## src/rtl/serial_adder_ctrl_if.sv

```systemverilog
// Handshake and result bundle for the bit-serial adder controller.
// The requester raises start with a, b and c_in stable; the request counts only on an edge
// where the controller is not busy. Each done pulse marks the one cycle in which sum/c_out were just updated.
interface serial_adder_ctrl_if #(parameter int WIDTH = 8);
  logic             start;
  logic [WIDTH-1:0] a;
  logic [WIDTH-1:0] b;
  logic             c_in;
  logic             busy;
  logic             done;
  logic [WIDTH-1:0] sum;
  logic             c_out;

  modport master (output start, a, b, c_in, input busy, done, sum, c_out);
  modport slave  (input start, a, b, c_in, output busy, done, sum, c_out);
endinterface

```

## src/rtl/serial_adder_ctrl.sv

```systemverilog
// Bit-serial adder: captures two operands and a carry-in, then adds one bit pair per
// clock (LSB first) through a single FullAdder cell and reports the registered result.

module FullAdder (
  input  logic A,
  input  logic B,
  input  logic c_in,
  output logic c_out,
  output logic S
);
  assign S     = A ^ B ^ c_in;
  assign c_out = (A & B) | (c_in & (A ^ B));
endmodule

module serial_adder_ctrl #(
  parameter int WIDTH = 8
) (
  input  logic                   clk,
  input  logic                   rst,
  serial_adder_ctrl_if.slave     bus,
  output logic [1:0]             dbg_state
);
  localparam int CNT_W = (WIDTH > 1) ? $clog2(WIDTH) : 1;
  localparam logic [CNT_W-1:0] CNT_LAST = CNT_W'(WIDTH - 1);

  typedef enum logic [1:0] {
    IDLE  = 2'd0,
    SHIFT = 2'd1,
    DONE  = 2'd2
  } state_e;

  state_e           state_q, state_d;
  logic [WIDTH-1:0] opa_q, opa_d;
  logic [WIDTH-1:0] opb_q, opb_d;
  logic [WIDTH-1:0] res_q, res_d;
  logic [WIDTH-1:0] sum_q, sum_d;
  logic [CNT_W-1:0] cnt_q, cnt_d;
  logic             carry_q, carry_d;
  logic             c_out_q, c_out_d;

  logic             fa_co;
  logic             fa_s;
  logic [WIDTH-1:0] res_next;

  FullAdder u_fa (opa_q[0], opb_q[0], carry_q, fa_co, fa_s);

  // New sum bits enter at the MSB so that after WIDTH shifts bit 0 sits at index 0.
  generate
    if (WIDTH == 1) begin : g_res_w1
      assign res_next = fa_s;
    end else begin : g_res_wn
      assign res_next = {fa_s, res_q[WIDTH-1:1]};
    end
  endgenerate

  always_ff @(posedge clk) begin
    if (rst) begin
      state_q <= IDLE;
      opa_q   <= '0;
      opb_q   <= '0;
      res_q   <= '0;
      sum_q   <= '0;
      cnt_q   <= '0;
      carry_q <= 1'b0;
      c_out_q <= 1'b0;
    end else begin
      state_q <= state_d;
      opa_q   <= opa_d;
      opb_q   <= opb_d;
      res_q   <= res_d;
      sum_q   <= sum_d;
      cnt_q   <= cnt_d;
      carry_q <= carry_d;
      c_out_q <= c_out_d;
    end
  end

  always_comb begin
    state_d = state_q;
    opa_d   = opa_q;
    opb_d   = opb_q;
    res_d   = res_q;
    sum_d   = sum_q;
    cnt_d   = cnt_q;
    carry_d = carry_q;
    c_out_d = c_out_q;

    case (state_q)
      IDLE, DONE: begin
        if (bus.start) begin
          opa_d   = bus.a;
          opb_d   = bus.b;
          carry_d = bus.c_in;
          cnt_d   = '0;
          state_d = SHIFT;
        end else begin
          state_d = IDLE;
        end
      end
      SHIFT: begin
        carry_d = fa_co;
        res_d   = res_next;
        opa_d   = opa_q >> 1;
        opb_d   = opb_q >> 1;
        cnt_d   = cnt_q + 1'b1;
        if (cnt_q == CNT_LAST) begin
          sum_d   = res_next;
          c_out_d = fa_co;
          cnt_d   = '0;
          state_d = DONE;
        end
      end
      default: state_d = IDLE;
    endcase
  end

  assign bus.busy  = (state_q == SHIFT);
  assign bus.done  = (state_q == DONE);
  assign bus.sum   = sum_q;
  assign bus.c_out = c_out_q;
  assign dbg_state = state_q;
endmodule

```

## src/flat_wrapper.sv

```systemverilog
// flat-port wrapper written by rule: the top's interface ports become plain ports
module serial_adder_ctrl_flat 
#(
  parameter int WIDTH = 8
)
  (clk, rst, dbg_state, bus_start, bus_a, bus_b, bus_c_in, bus_busy, bus_done, bus_sum, bus_c_out);
  serial_adder_ctrl_if #(.WIDTH(WIDTH)) bus_i ();
  input  logic clk;
  input  logic rst;
  output logic [1:0] dbg_state;
  input wire logic [$bits(bus_i.start)-1:0] bus_start;
  input wire logic [$bits(bus_i.a)-1:0] bus_a;
  input wire logic [$bits(bus_i.b)-1:0] bus_b;
  input wire logic [$bits(bus_i.c_in)-1:0] bus_c_in;
  output wire logic [$bits(bus_i.busy)-1:0] bus_busy;
  output wire logic [$bits(bus_i.done)-1:0] bus_done;
  output wire logic [$bits(bus_i.sum)-1:0] bus_sum;
  output wire logic [$bits(bus_i.c_out)-1:0] bus_c_out;
  assign bus_i.start = bus_start;
  assign bus_i.a = bus_a;
  assign bus_i.b = bus_b;
  assign bus_i.c_in = bus_c_in;
  assign bus_busy = bus_i.busy;
  assign bus_done = bus_i.done;
  assign bus_sum = bus_i.sum;
  assign bus_c_out = bus_i.c_out;
  serial_adder_ctrl #(.WIDTH(WIDTH)) u_core (.clk(clk), .rst(rst), .bus(bus_i), .dbg_state(dbg_state));
endmodule
```

## config.mk

```make
export PLATFORM = sky130hd
export DESIGN_NAME = serial_adder_ctrl_flat
export DESIGN_NICKNAME = d
export VERILOG_FILES = /design/src/rtl/serial_adder_ctrl_if.sv /design/src/rtl/serial_adder_ctrl.sv /design/src/flat_wrapper.sv
export SDC_FILE = /design/constraint.sdc
export NUM_CORES = 1
export LEC_CHECK = 0
export ABC_CLOCK_PERIOD_IN_PS = 2000
export BUFFER_PORTS_ARGS = -buffer_cell sky130_fd_sc_hd__buf_2
export CAP_MARGIN = 10
export CORE_UTILIZATION = 57
export DETAILED_ROUTE_END_ITERATION = 8
export HOLD_SLACK_MARGIN = 0.05
export PLACE_DENSITY = 0.79
export SYNTH_ARGS = -nofsm -noshare
export SYNTH_HDL_FRONTEND = slang
export SYNTH_SLANG_ARGS = --single-unit
```

## constraint.sdc

```tcl
create_clock -name clk -period 2 [get_ports clk]
set_clock_uncertainty 0.05 [all_clocks]
set_input_delay 0 -clock clk [delete_from_list [all_inputs] [get_ports clk]]
set_output_delay 0 -clock clk [all_outputs]
set_load 0.02 [all_outputs]
```

==> report_table.html, run 1 <==
<table>
<tr><th>Metric</th><th>Value</th></tr>
<tr><th colspan="2">Run status</th></tr>
<tr><td>Result of the run</td><td>completed</td></tr>
<tr><th colspan="2">Final layout</th></tr>
<tr><td>Number of diodes added for antenna fixing</td><td>0</td></tr>
<tr><td>Commonest non-fill, non-tap cell in the layout</td><td>sky130_fd_sc_hd__nand2_1</td></tr>
<tr><td>Share of post-route cells with drive strength above 1</td><td>0.193</td></tr>
<tr><td>Area delta synth-&gt;final</td><td>24.9%</td></tr>
<tr><td>Count of nets after finishing</td><td>255</td></tr>
<tr><td>Most frequent cells in the layout</td><td>56 x sky130_fd_sc_hd__nand2_1, 38 x sky130_fd_sc_hd__dfxtp_1, 32 x sky130_fd_sc_hd__buf_2</td></tr>
<tr><th colspan="2">Setup path</th></tr>
<tr><td>Critical path required time</td><td>2.16 ns</td></tr>
<tr><td>CP Max Fanout</td><td>13</td></tr>
<tr><td>Worst Reg2Reg Path Length in Cells</td><td>5</td></tr>
<tr><td>Setup slack of the worst register-to-register path</td><td>0.26 ns</td></tr>
<tr><td>Nature of the critical path endpoint</td><td>flip-flop</td></tr>
<tr><td>Crit path launch</td><td>u_core.cnt_q[0]</td></tr>
<tr><td>Data arrival time of the worst path</td><td>1.90 ns</td></tr>
<tr><td>Critical path startpoint category</td><td>flip-flop</td></tr>
<tr><td>End of the worst register-to-register path</td><td>u_core.bus.sum[0]</td></tr>
<tr><td>Critical Setup Path Class</td><td>flip-flop to flip-flop</td></tr>
<tr><td>Startpoint of the lowest-slack register-to-register path</td><td>u_core.cnt_q[0]</td></tr>
<tr><td>Critical Path End</td><td>u_core.bus.sum[0]</td></tr>
<tr><th colspan="2">Floorplanning</th></tr>
<tr><td>Die boundary height</td><td>54.2 um</td></tr>
<tr><td>Die W</td><td>roughly 54 um</td></tr>
<tr><td>Starting Density</td><td>0.616</td></tr>
<tr><td>DIE AREA</td><td>2940 sq um</td></tr>
<tr><td>Count of pins on the block boundary</td><td>33</td></tr>
<tr><td>Placeable core region</td><td>2520 sq um</td></tr>
<tr><td>Number of rows in the core area</td><td>18</td></tr>
<tr><th colspan="2">Global routing</th></tr>
<tr><td>GR Util met1</td><td>0.255</td></tr>
<tr><td>Met3 track demand over resource</td><td>0.0904</td></tr>
<tr><td>Number of global-route vias before repair</td><td>1,298</td></tr>
<tr><td>Wire length of the first global-routing pass</td><td>5.19 mm</td></tr>
<tr><td>Met2 layer usage reported by global route</td><td>0.461</td></tr>
<tr><td>Maximum number of pins on one net before global-route repair</td><td>between 40 and 50</td></tr>
<tr><td>Antenna violations before repair</td><td>0</td></tr>
<tr><td>Layer with the highest usage</td><td>met2</td></tr>
<tr><td>Total congestion overflow after global routing</td><td>0</td></tr>
<tr><td>Total routing usage reported by global routing</td><td>0.253</td></tr>
<tr><th colspan="2">Routing</th></tr>
<tr><td>Avg Vias per Cell</td><td>~5.5</td></tr>
<tr><td>Number of vias in the routed layout</td><td>around 1,500</td></tr>
<tr><td>Total Routed Length</td><td>3.36 mm</td></tr>
<tr><td>First-pass DRT Iterations</td><td>4</td></tr>
<tr><td>DRC violations left</td><td>0</td></tr>
<tr><td>Violation count after the first detailed-route iteration</td><td>36</td></tr>
<tr><td>Post-DR wirelength/cell</td><td>12.8 um</td></tr>
<tr><td>Post-detailed-route count of antenna-violating nets</td><td>0</td></tr>
<tr><th colspan="2">Power and ir drop</th></tr>
<tr><td>Static power due to leakage</td><td>~0.79 nW</td></tr>
<tr><td>Clock power frac</td><td>0.343</td></tr>
<tr><td>Total power per unit cell area</td><td>about 800 nW/um^2</td></tr>
<tr><td>Sum of internal, switching and leakage power</td><td>1.55 mW</td></tr>
<tr><td>Cell internal pwr</td><td>approximately 1.1 mW</td></tr>
<tr><td>Part of the power in registers</td><td>0.529</td></tr>
<tr><td>Peak supply drop</td><td>0.689 mV</td></tr>
<tr><td>Switching portion of total power</td><td>0.260</td></tr>
<tr><td>Net switching power</td><td>approximately 0.40 mW</td></tr>
<tr><td>Comb pwr share</td><td>0.128</td></tr>
<tr><th colspan="2">Placed design</th></tr>
<tr><td>Gpl congestion</td><td>between 0.7 and 0.8</td></tr>
<tr><td>Input/output buffers</td><td>32</td></tr>
<tr><td>Dpl hpwl</td><td>around 2 mm</td></tr>
<tr><th colspan="2">STA</th></tr>
<tr><td>Share of the clock period used by the worst path after layout</td><td>0.870</td></tr>
<tr><td>Final slew viol count</td><td>0</td></tr>
<tr><td>Setup violators final</td><td>0</td></tr>
<tr><td>Final TNS setup</td><td>0 ns</td></tr>
<tr><td>Unrepaired setup endpoints after global routing</td><td>false</td></tr>
<tr><td>Final critical-path required period</td><td>1.74 ns</td></tr>
<tr><td>Worst slew pin tran</td><td>approximately 0.66 ns</td></tr>
<tr><td>Highest achievable clock rate</td><td>0.575 GHz</td></tr>
<tr><td>Count of endpoints failing hold in the final timing report</td><td>0</td></tr>
<tr><td>Slew Limit Headroom</td><td>0.561</td></tr>
<tr><th colspan="2">Synthesis</th></tr>
<tr><td>Seq/Total Area, Yosys</td><td>0.490</td></tr>
<tr><td>Gate count of the mapped netlist</td><td>188</td></tr>
<tr><td>Total of warnings raised by yosys</td><td>0</td></tr>
<tr><td>Number of nets produced by synthesis</td><td>211</td></tr>
<tr><td>Main area contributors after synthesis</td><td>sky130_fd_sc_hd__dfxtp_1 49%, sky130_fd_sc_hd__nand2_1 14%, sky130_fd_sc_hd__a311oi_1 7.9%</td></tr>
<tr><td>Dominant cell type by area after synthesis</td><td>sky130_fd_sc_hd__dfxtp_1</td></tr>
<tr><td>Syn Std Cell Area</td><td>between 1500 and 2000 sq um</td></tr>
<tr><td>Avg Cell Area, Syn</td><td>8.26 sq um</td></tr>
<tr><td>Synthesis-stage register bit count</td><td>38</td></tr>
<tr><td>Area fraction of the dominant cell type after synthesis</td><td>0.490</td></tr>
<tr><td>Count of different cell masters after synthesis</td><td>20</td></tr>
<tr><th colspan="2">Clock tree</th></tr>
<tr><td>Num CTS Buffers</td><td>5</td></tr>
<tr><td>Clock root cell</td><td>sky130_fd_sc_hd__clkbuf_4</td></tr>
<tr><td>Number of levels in the clock H-tree</td><td>2</td></tr>
<tr><td>Clock latency reported for the late side of the worst-skew pair</td><td>about 0.36 ns</td></tr>
<tr><td>Sinks on the clock net</td><td>38</td></tr>
<tr><td>Register clock-pin slew on the reported worst setup and hold paths</td><td>0.11 ns</td></tr>
<tr><td>Clk buf depth</td><td>2</td></tr>
<tr><td>TritonCTS clock tree</td><td>done</td></tr>
<tr><td>Number of post-CTS setup repair buffers</td><td>0</td></tr>
<tr><th colspan="2">Flow run</th></tr>
<tr><td>Max_cap viols</td><td>0</td></tr>
<tr><th colspan="2">Worst hold path</th></tr>
<tr><td>Worst min path class</td><td>input port to flip-flop</td></tr>
<tr><td>Worst hold stages</td><td>2</td></tr>
</table>
==> kinds of logic after synthesis <==
logic type / share of synthesized area
compound gates: 0.162
fa+ha+maj: 0.0290
buf+inv: 0.0669
flops: 0.490
simple gates: 0.252
==> Yosys cell counts <==
cell                        n
sky130_fd_sc_hd__a311oi_2   1
sky130_fd_sc_hd__nor2_1    18
sky130_fd_sc_hd__nor2b_1    2
sky130_fd_sc_hd__nand2b_1   2
sky130_fd_sc_hd__nor4b_1    1
sky130_fd_sc_hd__nand2_1   56
sky130_fd_sc_hd__buf_6      2
sky130_fd_sc_hd__buf_4      6
sky130_fd_sc_hd__a31oi_1    1
sky130_fd_sc_hd__fa_1       1
sky130_fd_sc_hd__a21oi_1   20
sky130_fd_sc_hd__clkbuf_1   3
sky130_fd_sc_hd__nand3b_1   2
sky130_fd_sc_hd__buf_2      4
sky130_fd_sc_hd__clkinv_2   1
sky130_fd_sc_hd__nand3_1   13
sky130_fd_sc_hd__ha_1       2
sky130_fd_sc_hd__a311oi_1  14
sky130_fd_sc_hd__dfxtp_1   38
sky130_fd_sc_hd__o21a_1     1
==> worst max-delay path, stage by stage (launching register included) <==
cell and delay, ns:
sky130_fd_sc_hd__dfxtp_1 0.37, sky130_fd_sc_hd__ha_1 0.16, sky130_fd_sc_hd__ha_1 0.40, sky130_fd_sc_hd__nand3b_1 0.37, sky130_fd_sc_hd__nand2_1 0.18, sky130_fd_sc_hd__a21oi_1 0.08
==> through the flow <==
step / area, sq um / worst slack (ns) / hold slack, ns / util / cells
floorplan: 1550 / 0.708 / 0.0860 / - / 188
detailed placement: 1690 / 0.277 / 0.200 / 0.669 / 238
global route: 1940 / 0.0922 / 0.113 / 0.769 / 263
finish: 1940 / 0.261 / 0.111 / 0.769 / 263
CTS: 1940 / 0.248 / 0.106 / 0.769 / 263
global placement: 1690 / 0.394 / 0.190 / 0.669 / 238
==> power groups by stage <==
| stage | clock network, mW | registers, mW | logic (mW) |
|---|---|---|---|
| 4_1_cts | 0.538 | 0.819 | 0.196 |
| 3_3_place_gp | 0 | 0.834 | 0.162 |
| 3_5_place_dp | 0 | 0.836 | 0.171 |
| 2_1_floorplan | 0 | 0.833 | 0.135 |
| 6_report | 0.532 | 0.820 | 0.198 |
| 5_1_grt | 0.569 | 0.824 | 0.221 |
==> how the worst min path moves through the flow <==
stage	from	to	slack, ns
floorplan	bus_a[7]	u_core.opa_q[7]	0.09
global placement	bus_a[7]	u_core.opa_q[7]	0.19
detailed placement	bus_a[7]	u_core.opa_q[7]	0.20
CTS	bus_start	u_core.opb_q[7]	0.11
global route	rst	u_core.dbg_state[0]	0.11
finish	rst	u_core.cnt_q[0]	0.11
==> state kept, by name, summed over array words and instances (netlist names) <==
| signal | cells |
|---|---|
| u_core.bus.c_out | 1 |
| u_core.bus.sum | 8 |
| u_core.carry_q | 1 |
| u_core.cnt_q | 3 |
| u_core.dbg_state | 2 |
| u_core.opa_q | 8 |
| u_core.opb_q | 8 |
| u_core.res_q | 7 |
==> what timing repair did <==
| action | in CTS | in global routing |
|---|---|---|
| resized for setup | 0 | 0 |
| hold buffers | 17 | 0 |
| setup endpoints to repair | 0 | 0 |
| endpoints found under the hold margin | 17 | 0 |
==> final cells by class <==
cell class                 count  area [sq um]
timing repair buffer          52           365
clock buffer                   5          37.5
clock inverter                 3          45.0
fill                         184           583
inverter                       1          5.00
tap                           30          37.5
multi-input combinational    134           688
sequential                    38           761
==> routing by layer <==
metal | share of wire | vias to the layer above
met5 | 0 | -
met4 | 0.011 | 0
met3 | 0.040 | 6
met2 | 0.54 | 38
met1 | 0.41 | 687
li1 | - | 724
Note: power is estimated with default switching activity, not from simulation.
==> run 2, diff against run 1 <==
--- a/config.mk
+++ b/config.mk
@@ -5,13 +5,14 @@
 export SDC_FILE = /design/constraint.sdc
 export NUM_CORES = 1
 export LEC_CHECK = 0
-export ABC_CLOCK_PERIOD_IN_PS = 2000
-export BUFFER_PORTS_ARGS = -buffer_cell sky130_fd_sc_hd__buf_2
+export ABC_CLOCK_PERIOD_IN_PS = 2060
 export CAP_MARGIN = 10
-export CORE_UTILIZATION = 57
+export CORE_UTILIZATION = 65
+export CTS_CLUSTER_DIAMETER = 30
 export DETAILED_ROUTE_END_ITERATION = 8
+export DONT_BUFFER_PORTS = 1
 export HOLD_SLACK_MARGIN = 0.05
-export PLACE_DENSITY = 0.79
+export PLACE_DENSITY = 0.77
 export SYNTH_ARGS = -nofsm -noshare
 export SYNTH_HDL_FRONTEND = slang
 export SYNTH_SLANG_ARGS = --single-unit
==> constraint.sdc (replaced) <==
create_clock -name clk -period 2.06 [get_ports clk]
set_clock_uncertainty 0.05 [all_clocks]
set_input_delay 0 -clock clk [delete_from_list [all_inputs] [get_ports clk]]
set_output_delay 0 -clock clk [all_outputs]
set_load 0.02 [all_outputs]
==> run 2 against run 1 <==
Compared with the run above:
- die area shrank 12%
- sequential share of layout area increased by 2.9 points
- cell area decreased by 6.3%
- clock power is 30% lower
- non-clock buffer count fell by 25
- wire length rose by 7.2%
- first-iteration DRC count up 100%
- clock-buffer cell count grew 1
- power is 12% lower
- critical endpoint is now u_core.opa_q[0]
==> report_table.html, run 2 (same netlist as run 1, synthesis figures left out) <==
<table>
<tr><th>Metric</th><th>Value</th></tr>
<tr><th colspan="2">Worst hold path</th></tr>
<tr><td>Worst hold stages</td><td>4</td></tr>
<tr><td>Hold_sp</td><td>bus_start</td></tr>
<tr><td>Worst min path class</td><td>input port to flip-flop</td></tr>
<tr><th colspan="2">Final layout</th></tr>
<tr><td>Area occupied by registers</td><td>766 sq um</td></tr>
<tr><td>Final standard cell area without fillers</td><td>about 1800 sq um</td></tr>
<tr><td>Number of diodes added for antenna fixing</td><td>0</td></tr>
<tr><td>Share of post-route cells with drive strength above 1</td><td>0.0777</td></tr>
<tr><td>Count of nets after finishing</td><td>230</td></tr>
<tr><td>Final instance count without filler cells</td><td>234</td></tr>
<tr><td>FILL cells</td><td>140</td></tr>
<tr><td>Utilization after layout</td><td>0.813</td></tr>
<tr><td>Area delta synth-&gt;final</td><td>17.0%</td></tr>
<tr><td>Combined area of the multi-input logic cells</td><td>688 sq um</td></tr>
<tr><td>Most frequent cells in the layout</td><td>56 x sky130_fd_sc_hd__nand2_1, 36 x sky130_fd_sc_hd__dfxtp_1, 21 x sky130_fd_sc_hd__dlygate4sd3_1</td></tr>
<tr><td>Commonest non-fill, non-tap cell in the layout</td><td>sky130_fd_sc_hd__nand2_1</td></tr>
<tr><th colspan="2">STA</th></tr>
<tr><td>Share of the clock period used by the worst path after layout</td><td>0.909</td></tr>
<tr><td>Slew Limit Headroom</td><td>0.716</td></tr>
<tr><td>Count of endpoints failing hold in the final timing report</td><td>0</td></tr>
<tr><td>Unrepaired setup endpoints after global routing</td><td>false</td></tr>
<tr><td>Setup violators final</td><td>0</td></tr>
<tr><td>Highest achievable clock rate</td><td>about 0.53 GHz</td></tr>
<tr><td>Smallest setup slack after layout</td><td>0.188 ns</td></tr>
<tr><td>Final TNS setup</td><td>0 ns</td></tr>
<tr><td>Final slew viol count</td><td>0</td></tr>
<tr><td>Final critical-path required period</td><td>1.87 ns</td></tr>
<tr><td>Worst hold-check slack</td><td>0.117 ns</td></tr>
<tr><td>Worst slew pin tran</td><td>roughly 0.43 ns</td></tr>
<tr><th colspan="2">Power and ir drop</th></tr>
<tr><td>Sum of internal, switching and leakage power</td><td>1.37 mW</td></tr>
<tr><td>Static power due to leakage</td><td>0.675 nW</td></tr>
<tr><td>Cell internal pwr</td><td>roughly 1 mW</td></tr>
<tr><td>Comb pwr share</td><td>0.141</td></tr>
<tr><td>Clock power frac</td><td>0.274</td></tr>
<tr><td>Switching portion of total power</td><td>0.262</td></tr>
<tr><td>Total power per unit cell area</td><td>approximately 750 nW/um^2</td></tr>
<tr><td>Net switching power</td><td>between 0.3 and 0.4 mW</td></tr>
<tr><td>Peak supply drop</td><td>0.801 mV</td></tr>
<tr><td>Part of the power in registers</td><td>0.585</td></tr>
<tr><th colspan="2">Setup path</th></tr>
<tr><td>Crit path launch</td><td>u_core.dbg_state[1]</td></tr>
<tr><td>Data arrival time of the worst path</td><td>2.09 ns</td></tr>
<tr><td>Critical path startpoint category</td><td>flip-flop</td></tr>
<tr><td>Startpoint of the lowest-slack register-to-register path</td><td>u_core.dbg_state[1]</td></tr>
<tr><td>Worst Reg2Reg Path Length in Cells</td><td>5</td></tr>
<tr><td>Nature of the critical path endpoint</td><td>flip-flop</td></tr>
<tr><td>Critical path required time</td><td>2.28 ns</td></tr>
<tr><td>CP Max Fanout</td><td>32</td></tr>
<tr><td>Critical Setup Path Class</td><td>flip-flop to flip-flop</td></tr>
<tr><th colspan="2">Clock tree</th></tr>
<tr><td>TritonCTS clock tree</td><td>done</td></tr>
<tr><td>Sinks on the clock net</td><td>38</td></tr>
<tr><td>Num CTS Buffers</td><td>5</td></tr>
<tr><td>Register clock-pin slew on the reported worst setup and hold paths</td><td>0.11 ns</td></tr>
<tr><td>Clock latency reported for the late side of the worst-skew pair</td><td>0.33 ns</td></tr>
<tr><td>Number of levels in the clock H-tree</td><td>2</td></tr>
<tr><td>Clock root cell</td><td>sky130_fd_sc_hd__clkbuf_4</td></tr>
<tr><td>Clk buf depth</td><td>2</td></tr>
<tr><th colspan="2">Routing</th></tr>
<tr><td>Post-detailed-route count of antenna-violating nets</td><td>0</td></tr>
<tr><td>First-pass DRT Iterations</td><td>5</td></tr>
<tr><td>Violation count after the first detailed-route iteration</td><td>72</td></tr>
<tr><td>Post-DR wirelength/cell</td><td>15.4 um</td></tr>
<tr><td>Number of vias in the routed layout</td><td>1,384</td></tr>
<tr><td>DRC violations left</td><td>0</td></tr>
<tr><td>Total Routed Length</td><td>3.61 mm</td></tr>
<tr><td>Avg Vias per Cell</td><td>5.91</td></tr>
<tr><th colspan="2">Global routing</th></tr>
<tr><td>Number of global-route vias before repair</td><td>1,358</td></tr>
<tr><td>Wire length of the first global-routing pass</td><td>roughly 6.1 mm</td></tr>
<tr><td>Antenna violations before repair</td><td>0</td></tr>
<tr><td>Total routing usage reported by global routing</td><td>0.317</td></tr>
<tr><td>Total congestion overflow after global routing</td><td>0</td></tr>
<tr><td>Maximum number of pins on one net before global-route repair</td><td>39</td></tr>
<tr><th colspan="2">Placed design</th></tr>
<tr><td>Input/output buffers</td><td>0</td></tr>
<tr><td>Placement Cell Area</td><td>1530 sq um</td></tr>
<tr><td>Dpl hpwl</td><td>1.87 mm</td></tr>
<tr><td>Cells after DPL</td><td>206</td></tr>
<tr><td>Place WS</td><td>0.313 ns</td></tr>
<tr><td>Gpl congestion</td><td>~0.75</td></tr>
<tr><th colspan="2">Floorplanning</th></tr>
<tr><td>Placeable core region</td><td>around 2200 sq um</td></tr>
<tr><td>Number of rows in the core area</td><td>17</td></tr>
<tr><td>Die boundary height</td><td>50.9 um</td></tr>
<tr><td>DIE AREA</td><td>2590 sq um</td></tr>
<tr><td>Count of pins on the block boundary</td><td>33</td></tr>
<tr><td>Die W</td><td>50.9 um</td></tr>
<tr><td>Starting Density</td><td>0.695</td></tr>
<tr><th colspan="2">Flow run</th></tr>
<tr><td>Max_cap viols</td><td>0</td></tr>
<tr><th colspan="2">Run status</th></tr>
<tr><td>Result of the run</td><td>completed</td></tr>
</table>
run 2: cell count changes in the layout (fill, tap and decap cells not counted):
cell,delta
sky130_fd_sc_hd__clkinvlp_4,-2
sky130_fd_sc_hd__buf_6,+1
sky130_fd_sc_hd__dfxtp_4,+1
sky130_fd_sc_hd__buf_2,-32
sky130_fd_sc_hd__dfxtp_1,-2
sky130_fd_sc_hd__dfxtp_2,+1
sky130_fd_sc_hd__dlygate4sd3_1,+4
sky130_fd_sc_hd__bufinv_16,-1
sky130_fd_sc_hd__clkbuf_8,+1
sky130_fd_sc_hd__buf_4,+2
run 2: worst max-delay path, stage by stage, from the launching register on:
cell                            delay (ns)
sky130_fd_sc_hd__dfxtp_2              0.43
sky130_fd_sc_hd__nand2b_1             0.16
sky130_fd_sc_hd__buf_6                0.24
sky130_fd_sc_hd__nor2_1               0.07
sky130_fd_sc_hd__a311oi_1             0.28
sky130_fd_sc_hd__dlygate4sd3_1        0.60
run 2: area by class of cell:
class | instances | share of cell area
clock buffers | 6 | 0.0282
inverters | 1 | 0.00275
flip-flops and latches | 38 | 0.421
multi-input cells | 134 | 0.379
repair buffers | 27 | 0.149
well taps | 28 | 0.0193
run 2: per-layer routing:
metal	up-vias	GRT usage	part of all wire
li1	674	-	-
met1	635	0.371	0.40
met2	67	0.547	0.52
met3	8	0.0952	0.062
met4	0	0.116	0.012
met5	-	0	0
run 2: power groups by stage:
stage          Combinational (mW)  Clock (mW)  Sequential (mW)
2_1_floorplan               0.131           0            0.808
3_3_place_gp                0.123           0            0.812
3_5_place_dp                0.131           0            0.814
4_1_cts                     0.180       0.379            0.797
5_1_grt                     0.212       0.417            0.806
6_report                    0.193       0.375            0.802
run 2: final timing paths:
check                                        to  slack, ns
worst max-delay path            u_core.opa_q[0]       0.19
worst min-delay path            u_core.opb_q[7]       0.12
worst max register to register  u_core.opa_q[0]       0.19
worst min register to register  u_core.res_q[6]       0.43
run 2: what timing repair did:
| item | CTS | global route |
|---|---|---|
| endpoints found under the hold margin | 38 | 0 |
| gates resized for setup | 0 | 4 |
| buffers inserted | 0 | 0 |
| hold buffers | 22 | 0 |
| setup endpoints to repair | 0 | 3 |
==> run 3, diff against run 2 <==
--- a/config.mk
+++ b/config.mk
@@ -5,14 +5,15 @@
 export SDC_FILE = /design/constraint.sdc
 export NUM_CORES = 1
 export LEC_CHECK = 0
-export ABC_CLOCK_PERIOD_IN_PS = 2060
+export ABC_CLOCK_PERIOD_IN_PS = 2000
 export CAP_MARGIN = 10
-export CORE_UTILIZATION = 65
+export CORE_UTILIZATION = 60
 export CTS_CLUSTER_DIAMETER = 30
 export DETAILED_ROUTE_END_ITERATION = 8
 export DONT_BUFFER_PORTS = 1
 export HOLD_SLACK_MARGIN = 0.05
-export PLACE_DENSITY = 0.77
+export PLACE_DENSITY = 0.72
+export SLEW_MARGIN = 20
 export SYNTH_ARGS = -nofsm -noshare
 export SYNTH_HDL_FRONTEND = slang
 export SYNTH_SLANG_ARGS = --single-unit
==> constraint.sdc (replaced) <==
create_clock -name clk -period 2 [get_ports clk]
set_clock_uncertainty 0.05 [all_clocks]
set_input_delay 0 -clock clk [delete_from_list [all_inputs] [get_ports clk]]
set_output_delay 0 -clock clk [all_outputs]
set_load 0.02 [all_outputs]
==> run 3 against run 2 <==
Compared with the run above:
- die area up 8.0%
- cell count up 5.6%
- cell area up 7.2%
- sequential power up 2.9%
- via count up 4.8%
- largest cell class unchanged
==> report_table.html, run 3 (same netlist as run 1, synthesis figures left out) <==
<table>
<tr><th>Metric</th><th>Value</th></tr>
<tr><th colspan="2">STA</th></tr>
<tr><td>Count of endpoints failing hold in the final timing report</td><td>0</td></tr>
<tr><td>Unrepaired setup endpoints after global routing</td><td>false</td></tr>
<tr><td>Worst slew pin tran</td><td>around 0.42 ns</td></tr>
<tr><td>Worst hold-check slack</td><td>between 0.1 and 0.15 ns</td></tr>
<tr><td>Final critical-path required period</td><td>1.88 ns</td></tr>
<tr><td>Smallest setup slack after layout</td><td>0.115 ns</td></tr>
<tr><td>Share of the clock period used by the worst path after layout</td><td>0.942</td></tr>
<tr><td>Final slew viol count</td><td>0</td></tr>
<tr><td>Setup violators final</td><td>0</td></tr>
<tr><td>Slew Limit Headroom</td><td>0.721</td></tr>
<tr><td>Highest achievable clock rate</td><td>0.531 GHz</td></tr>
<tr><td>Final TNS setup</td><td>0 ns</td></tr>
<tr><th colspan="2">Routing</th></tr>
<tr><td>Post-detailed-route count of antenna-violating nets</td><td>0</td></tr>
<tr><td>Total Routed Length</td><td>around 3.7 mm</td></tr>
<tr><td>First-pass DRT Iterations</td><td>5</td></tr>
<tr><td>Violation count after the first detailed-route iteration</td><td>39</td></tr>
<tr><td>DRC violations left</td><td>0</td></tr>
<tr><td>Post-DR wirelength/cell</td><td>15.0 um</td></tr>
<tr><td>Number of vias in the routed layout</td><td>1,451</td></tr>
<tr><td>Avg Vias per Cell</td><td>between 5 and 6</td></tr>
<tr><th colspan="2">Final layout</th></tr>
<tr><td>Area delta synth-&gt;final</td><td>25.5%</td></tr>
<tr><td>Share of post-route cells with drive strength above 1</td><td>0.0783</td></tr>
<tr><td>Count of nets after finishing</td><td>239</td></tr>
<tr><td>Area occupied by registers</td><td>around 770 sq um</td></tr>
<tr><td>FILL cells</td><td>156</td></tr>
<tr><td>Combined area of the multi-input logic cells</td><td>688 sq um</td></tr>
<tr><td>Final standard cell area without fillers</td><td>a little under 2000 sq um</td></tr>
<tr><td>Commonest non-fill, non-tap cell in the layout</td><td>sky130_fd_sc_hd__nand2_1</td></tr>
<tr><td>Number of diodes added for antenna fixing</td><td>0</td></tr>
<tr><td>Most frequent cells in the layout</td><td>56 x sky130_fd_sc_hd__nand2_1, 36 x sky130_fd_sc_hd__dfxtp_1, 31 x sky130_fd_sc_hd__dlygate4sd3_1</td></tr>
<tr><th colspan="2">Flow run</th></tr>
<tr><td>Max_cap viols</td><td>0</td></tr>
<tr><th colspan="2">Setup path</th></tr>
<tr><td>Worst Reg2Reg Path Length in Cells</td><td>5</td></tr>
<tr><td>Data arrival time of the worst path</td><td>between 2 and 2.5 ns</td></tr>
<tr><td>CP Max Fanout</td><td>44</td></tr>
<tr><td>Startpoint of the lowest-slack register-to-register path</td><td>u_core.dbg_state[1]</td></tr>
<tr><td>Nature of the critical path endpoint</td><td>flip-flop</td></tr>
<tr><td>Critical path startpoint category</td><td>flip-flop</td></tr>
<tr><td>Crit path launch</td><td>u_core.dbg_state[1]</td></tr>
<tr><td>Critical path required time</td><td>2.25 ns</td></tr>
<tr><td>Critical Setup Path Class</td><td>flip-flop to flip-flop</td></tr>
<tr><th colspan="2">Floorplanning</th></tr>
<tr><td>Die boundary height</td><td>approximately 53 um</td></tr>
<tr><td>Placeable core region</td><td>2450 sq um</td></tr>
<tr><td>Starting Density</td><td>0.633</td></tr>
<tr><td>DIE AREA</td><td>2800 sq um</td></tr>
<tr><td>Number of rows in the core area</td><td>18</td></tr>
<tr><td>Die W</td><td>52.9 um</td></tr>
<tr><td>Count of pins on the block boundary</td><td>33</td></tr>
<tr><th colspan="2">Run status</th></tr>
<tr><td>Result of the run</td><td>completed</td></tr>
<tr><th colspan="2">Clock tree</th></tr>
<tr><td>Num CTS Buffers</td><td>5</td></tr>
<tr><td>Register clock-pin slew on the reported worst setup and hold paths</td><td>around 0.11 ns</td></tr>
<tr><td>Clock root cell</td><td>sky130_fd_sc_hd__clkbuf_4</td></tr>
<tr><td>Sinks on the clock net</td><td>38</td></tr>
<tr><td>Clock latency reported for the late side of the worst-skew pair</td><td>approximately 0.35 ns</td></tr>
<tr><td>Clk buf depth</td><td>2</td></tr>
<tr><td>Number of post-CTS setup repair buffers</td><td>0</td></tr>
<tr><td>TritonCTS clock tree</td><td>done</td></tr>
<tr><td>Number of levels in the clock H-tree</td><td>2</td></tr>
<tr><th colspan="2">Global routing</th></tr>
<tr><td>Antenna violations before repair</td><td>0</td></tr>
<tr><td>Number of global-route vias before repair</td><td>1,328</td></tr>
<tr><td>Wire length of the first global-routing pass</td><td>5.84 mm</td></tr>
<tr><td>Maximum number of pins on one net before global-route repair</td><td>45</td></tr>
<tr><td>Total congestion overflow after global routing</td><td>0</td></tr>
<tr><td>Total routing usage reported by global routing</td><td>0.296</td></tr>
<tr><th colspan="2">Placed design</th></tr>
<tr><td>Placement Cell Area</td><td>1530 sq um</td></tr>
<tr><td>Gpl congestion</td><td>0.736</td></tr>
<tr><td>Dpl hpwl</td><td>1.88 mm</td></tr>
<tr><td>Input/output buffers</td><td>0</td></tr>
<tr><td>Place WS</td><td>0.292 ns</td></tr>
<tr><th colspan="2">Power and ir drop</th></tr>
<tr><td>Peak supply drop</td><td>0.760 mV</td></tr>
<tr><td>Total power per unit cell area</td><td>between 700 and 800 nW/um^2</td></tr>
<tr><td>Sum of internal, switching and leakage power</td><td>~1.5 mW</td></tr>
<tr><td>Static power due to leakage</td><td>0.748 nW</td></tr>
<tr><th colspan="2">Worst hold path</th></tr>
<tr><td>Worst hold stages</td><td>4</td></tr>
<tr><td>Worst min path class</td><td>input port to flip-flop</td></tr>
<tr><td>Hold_sp</td><td>bus_start</td></tr>
</table>
[run 3: timing repair]
action,CTS,global route
hold buffers,32,0
gates resized for setup,0,3
hold endpoints to repair,38,0
setup endpoints to repair,0,12
[run 3: where the power goes]
group	internal [mW]	leakage [nW]	switching, mW
clock	0.240	0.0446	0.253
combinational	0.110	0.392	0.116
sequential	0.795	0.311	0.0294
[run 3: stage by stage]
stage          std cells   util
2_1_floorplan        188      -
3_3_place_gp         207  0.625
3_5_place_dp         207  0.625
4_1_cts              247  0.792
5_1_grt              247  0.794
6_report             247  0.794
[run 3: area by class of cell]
| class | count | area share |
|---|---|---|
| repair buffers | 36 | 0.191 |
| clock buffers | 8 | 0.0405 |
| inverters | 1 | 0.00257 |
| multi-input cells | 134 | 0.353 |
| flip-flops and latches | 38 | 0.393 |
| well taps | 30 | 0.0193 |
[run 3: worst paths after layout]
kind | end | slack, ns
setup reg to reg | u_core.opa_q[3] | 0.12
hold reg to reg | u_core.res_q[5] | 0.43
setup / recovery | u_core.opa_q[3] | 0.12
hold / removal | u_core.opa_q[0] | 0.11
[run 3: worst max-delay path, stage by stage, from the launching register on]
cell                            delay [ns]
sky130_fd_sc_hd__dfxtp_2              0.43
sky130_fd_sc_hd__nand2b_1             0.18
sky130_fd_sc_hd__buf_12               0.22
sky130_fd_sc_hd__nor2_1               0.09
sky130_fd_sc_hd__a311oi_1             0.28
sky130_fd_sc_hd__dlygate4sd3_1        0.59
[run 3: routing by layer]
metal  vias to the layer above  wire length, um  global-route usage
li1                        700                -                   -
met1                       667             1520               0.348
met2                        61             1820               0.466
met3                        23              185              0.0805
met4                         0              180               0.202
met5                         -                0                   0
